[src/rtl/ff_pipe.sv]
`default_nettype none
// ============================================================================
// Module      : ff_pipe
// Description : Elastic pipeline register of DEPTH stages, WIDTH bits each,
//               with a valid bit per stage. A valid/ready handshake is used on
//               both sides. Empty stages absorb bubbles even while downstream
//               is stalled. Synchronous flush and an occupancy count are also
//               provided.
// Ports       : clk      - clock; all state updates on the rising edge
//               reset    - synchronous, active-high; dominates everything
//               flush    - synchronous clear of every stage
//               data_i   - input word
//               valid_i  - data_i is valid
//               ready_o  - pipe accepts data_i this cycle
//               data_o   - output word (last stage)
//               valid_o  - data_o is valid
//               ready_i  - downstream accepts data_o this cycle
//               count_o  - number of valid stages, 0..DEPTH
// Revision    : 1.0 - initial release
// ============================================================================
module ff_pipe #(
  parameter int WIDTH = 8,
  parameter int DEPTH = 4,
  localparam int CW   = $clog2(DEPTH + 1)
) (
  input  logic             clk,
  input  logic             reset,
  input  logic             flush,
  input  logic [WIDTH-1:0] data_i,
  input  logic             valid_i,
  output logic             ready_o,
  output logic [WIDTH-1:0] data_o,
  output logic             valid_o,
  input  logic             ready_i,
  output logic [CW-1:0]    count_o
);

  logic [DEPTH-1:0] v_q;
  logic [DEPTH-1:0] v_d;
  logic [WIDTH-1:0] data_q [DEPTH];
  logic [WIDTH-1:0] data_d [DEPTH];
  logic [CW-1:0]    count_q;
  logic [CW-1:0]    count_d;

  // adv[k]: stage k may load from its upstream neighbour this cycle.
  // adv[DEPTH] is the downstream ready.
  logic [DEPTH:0]   adv;
  logic             accept;
  logic             emit;

  // The advance chain ripples from the output back to the input, so a hole
  // anywhere in the pipe lets everything upstream of it move forward.
  always_comb begin
    adv        = '0;
    adv[DEPTH] = ready_i;
    for (int k = DEPTH - 1; k >= 0; k--) begin
      adv[k] = !v_q[k] || adv[k+1];
    end
  end

  assign ready_o = adv[0] & ~flush;
  assign valid_o = v_q[DEPTH-1];
  assign data_o  = data_q[DEPTH-1];
  assign count_o = count_q;
  assign accept  = valid_i & ready_o;
  assign emit    = v_q[DEPTH-1] & ready_i;

  always_comb begin
    v_d     = v_q;
    data_d  = data_q;
    count_d = count_q;
    if (flush) begin
      // Whatever sits on the output in this cycle is discarded, not emitted.
      v_d     = '0;
      count_d = '0;
    end else begin
      if (adv[0]) begin
        v_d[0] = valid_i;
        // Input data is only captured when it is actually accepted.
        if (valid_i) begin
          data_d[0] = data_i;
        end
      end
      for (int k = 1; k < DEPTH; k++) begin
        if (adv[k]) begin
          v_d[k] = v_q[k-1];
          if (v_q[k-1]) begin
            data_d[k] = data_q[k-1];
          end
        end
      end
      count_d = count_q + CW'(accept) - CW'(emit);
    end
  end

  always_ff @(posedge clk) begin
    if (reset) begin
      v_q     <= '0;
      count_q <= '0;
      for (int k = 0; k < DEPTH; k++) begin
        data_q[k] <= '0;
      end
    end else begin
      v_q     <= v_d;
      count_q <= count_d;
      for (int k = 0; k < DEPTH; k++) begin
        data_q[k] <= data_d[k];
      end
    end
  end

endmodule
`default_nettype wire

[config.mk]
export PLATFORM = sky130hd
export DESIGN_NAME = ff_pipe
export DESIGN_NICKNAME = d
export VERILOG_FILES = /design/src/rtl/ff_pipe.sv
export SDC_FILE = /design/constraint.sdc
export NUM_CORES = 1
export LEC_CHECK = 0
export CAP_MARGIN = 20
export CORE_ASPECT_RATIO = 0.7
export CORE_UTILIZATION = 60
export DETAILED_ROUTE_END_ITERATION = 8
export DONT_BUFFER_PORTS = 1
export GPL_TIMING_DRIVEN = 0
export PLACE_DENSITY = 0.83
export SLEW_MARGIN = 20
export SYNTH_ARGS = -nofsm -noshare
export SYNTH_HDL_FRONTEND = slang
export SYNTH_SLANG_ARGS = --single-unit
[constraint.sdc]
create_clock -name clk -period 2.6 [get_ports clk]
set_input_delay 0.26 -clock clk [delete_from_list [all_inputs] [get_ports clk]]
set_output_delay 0.26 -clock clk [all_outputs]
set_load 0.02 [all_outputs]
==> qor.yml <==
status:
  status: "complete, no violations"
clock_network:
  post_cts_buffers: 0
  cts_resized: 0
  clk_pin_slew_ns: 0.08
  clkLatencyLatePin_ns: 0.29
  cts_buffers: 5
  clock-sinks: 39
  cts-root-buf: "clkbuf_8"
  cts_hold_buf: 0
  clock_tree.buffer_depth: 2
  cts_htree_levels: 2
  cts_tree: "done"
yosys:
  synth_cells: 190
  synth_async_sr_flop_share_pct: 0
  synth_nets: 206
  synth-main-ff-cell: "dfxtp_1"
  synth_edf_count: 0
  yosysSeqAreaShare_pct: 45.8
  ys_ff_latch: 39
  yosysWarnings: 0
  avgSynthCellArea_um2: 8.96
  synth_cell_type_count: 27
  synth_area_um2: 1700
hold_path:
  hold_path_startpoint: "data_i[3]"
  hp-class: "in2reg"
timing:
  worstMarginPinSlew_ns: 0.462
  min_period_ns: 2.41
  slew_headroom_pct: 69.2
  rsz0062_at_grt: "no"
  setup_violations: 0
  fin_skew_ns: 0.00431
  max_freq_mhz: 415
  post-route-period-util_pct: 92.6
  setup_tns_ns: 0
  hold_viol: 0
  final-max-slew-violation-count: 0
die:
  pin_count: 26
  rows: 15
  start_util_pct: 66.2
  core_um2: 2570
  die-width_um: 65.7
  die_y_um: 46.6
  die_area_um2: 3060
global_route:
  grt_util_all_layers_pct: 26.5
  overflow: 0
  grt_max_degree: 14
  grt_pass1_vias: 1236
  antenna_found_initial: 0
  grt_pass1_wl_um: 5790
setup_path:
  crit_chain: "buf_4, and4b_4, a21oi_2, buf_6, inv_2, ha_1, inv_1, ha_1, inv_1, fa_1, xor2_1, xnor2_1, nor3_1"
  critical_path_buf_inv_count: 5
  worst_path_max_delay_cell: "fa_1"
  critPathRequiredTime_ns: 2.82
  cp_max_fo: 9
  worstReg2RegStart: "v_q[2]"
  critPathKind: "reg2reg"
  max_stage_delay_ns: 0.40
  cp_data_arrival_time_ns: 2.62
  cp-startpoint: "v_q[2]"
  critical-path-top-delay-family: "adder cells"
  cp-start-kind: "flip-flop"
  cp-end-kind: "flip-flop"
drt:
  via_per_inst: 5.96
  drtIter0Drc: 91
  num_vias: 1383
  wl_um: 3750
  drc: 0
  drt_pre_antenna_iters: 4
  wl_per_cell_um: 16.1
  ant_nets: 0
power:
  irDropWorstVdd_mv: 0.435
  p_leak_uw: 0.000679
  p_per_area_nw_per_um2: 671
cells_and_area:
  diodes: 0
  syn2layout_area_growth_pct: 10.6
  post-route-util_pct: 73.2
  fin_nets: 213
  drive_above_1_share_pct: 15.2
placed_design:
  dp_hpwl_um: 2600
  gp_congestion: 0.763
  io_buffers: 0
flow_run:
  cap_violations: 0
[cell usage after synthesis (2+ instances only)]
cell / number / area [um2]
o21ai_1: 24 / 120
clkbuf_1: 5 / 18.8
mux2i_1: 8 / 80.1
nand2b_1: 21 / 131
inv_1: 2 / 7.51
ha_1: 2 / 25.0
and2_1: 2 / 12.5
dfxtp_1: 39 / 781
buf_4: 10 / 75.1
nand3_1: 24 / 120
nor3_1: 2 / 10.0
buf_2: 6 / 30.0
a21oi_1: 26 / 130
nor2b_1: 4 / 25.0
o21a_1: 3 / 22.5
[stage by stage]
step	setup slack (ns)	power [uW]	instances	instance area, um2	hold slack (ns)
finish	0.192	1260	232	1880	0.122
detailed placement	0.116	675	224	1750	0.423
floorplan	0.288	665	190	1700	0.408
CTS	0.0632	1270	232	1880	0.121
global placement	0.168	672	224	1750	0.411
global route	0.0319	1300	232	1880	0.122
[registers in the layout, indices dropped and copies added (netlist names)]
name and count:
data_o 8, v_q 4, data_q 24, count_o 3
[worst register-to-register path, delay by kind of cell (launching register included)]
| family | cells | cell delay [ns] |
|---|---|---|
| adder cells (fa/ha/maj) | 3 | 0.78 |
| buffers and inverters | 5 | 0.46 |
| AND/OR/NAND/NOR | 2 | 0.34 |
| XOR/XNOR | 2 | 0.30 |
| flip-flops | 1 | 0.30 |
| AO/OA/AOI/OAI | 1 | 0.15 |
[routing by layer]
layer | vias up | global-route usage [%] | wire [um]
met4 | 0 | 8.70 | 33
li1 | 662 | - | -
met3 | 7 | 6.68 | 276
met2 | 51 | 43.9 | 1830
met5 | - | 0 | 0
met1 | 663 | 34.1 | 1600
[final timing paths]
kind         slack (ns)  depth (start not counted)          to
min reg2reg        0.47                          2  data_q[10]
max                0.19                         13  count_o[2]
min                0.12                          2  data_q[27]
max reg2reg        0.19                         13  count_o[2]
[cell families after synthesis]
group,Yosys count,synth area share (%)
AND/OR/NAND/NOR,59,20.6
AO/OA/AOI/OAI,54,16.5
flip-flops,39,45.8
buffers and inverters,25,8.60
multiplexers,8,4.70
adder cells (fa/ha/maj),3,2.64
XOR/XNOR,2,1.03
[cell usage in the layout (no fill, tap or decap), types with 2 or more instances in the layout]
cell,n
dfxtp_1,38
a21oi_1,26
nand3_1,24
o21ai_1,24
nand2b_1,21
buf_4,10
mux2i_1,8
buf_2,6
clkbuf_1,5
clkbuf_8,5
nor2b_1,4
o21a_1,3
inv_1,2
and2_1,2
nor3_1,2
ha_1,2
bufinv_16,2
[cell type report]
class                   count  area (um2)
inverters                   3        11.3
fillers                   189         688
clock buffers               5        68.8
plain buffers              22         135
clock inverters             3        67.6
flip-flops and latches     39         782
well taps                  34        42.5
multi-input cells         126         776
[power breakdown]
group	leakage, uW	switching [uW]	internal [uW]
Combinational	0.000299	27.9	21.0
Sequential	0.000316	7.21	606
Clock	0.0000644	220	383
No activity file was read; power rests on OpenSTA's default activity.
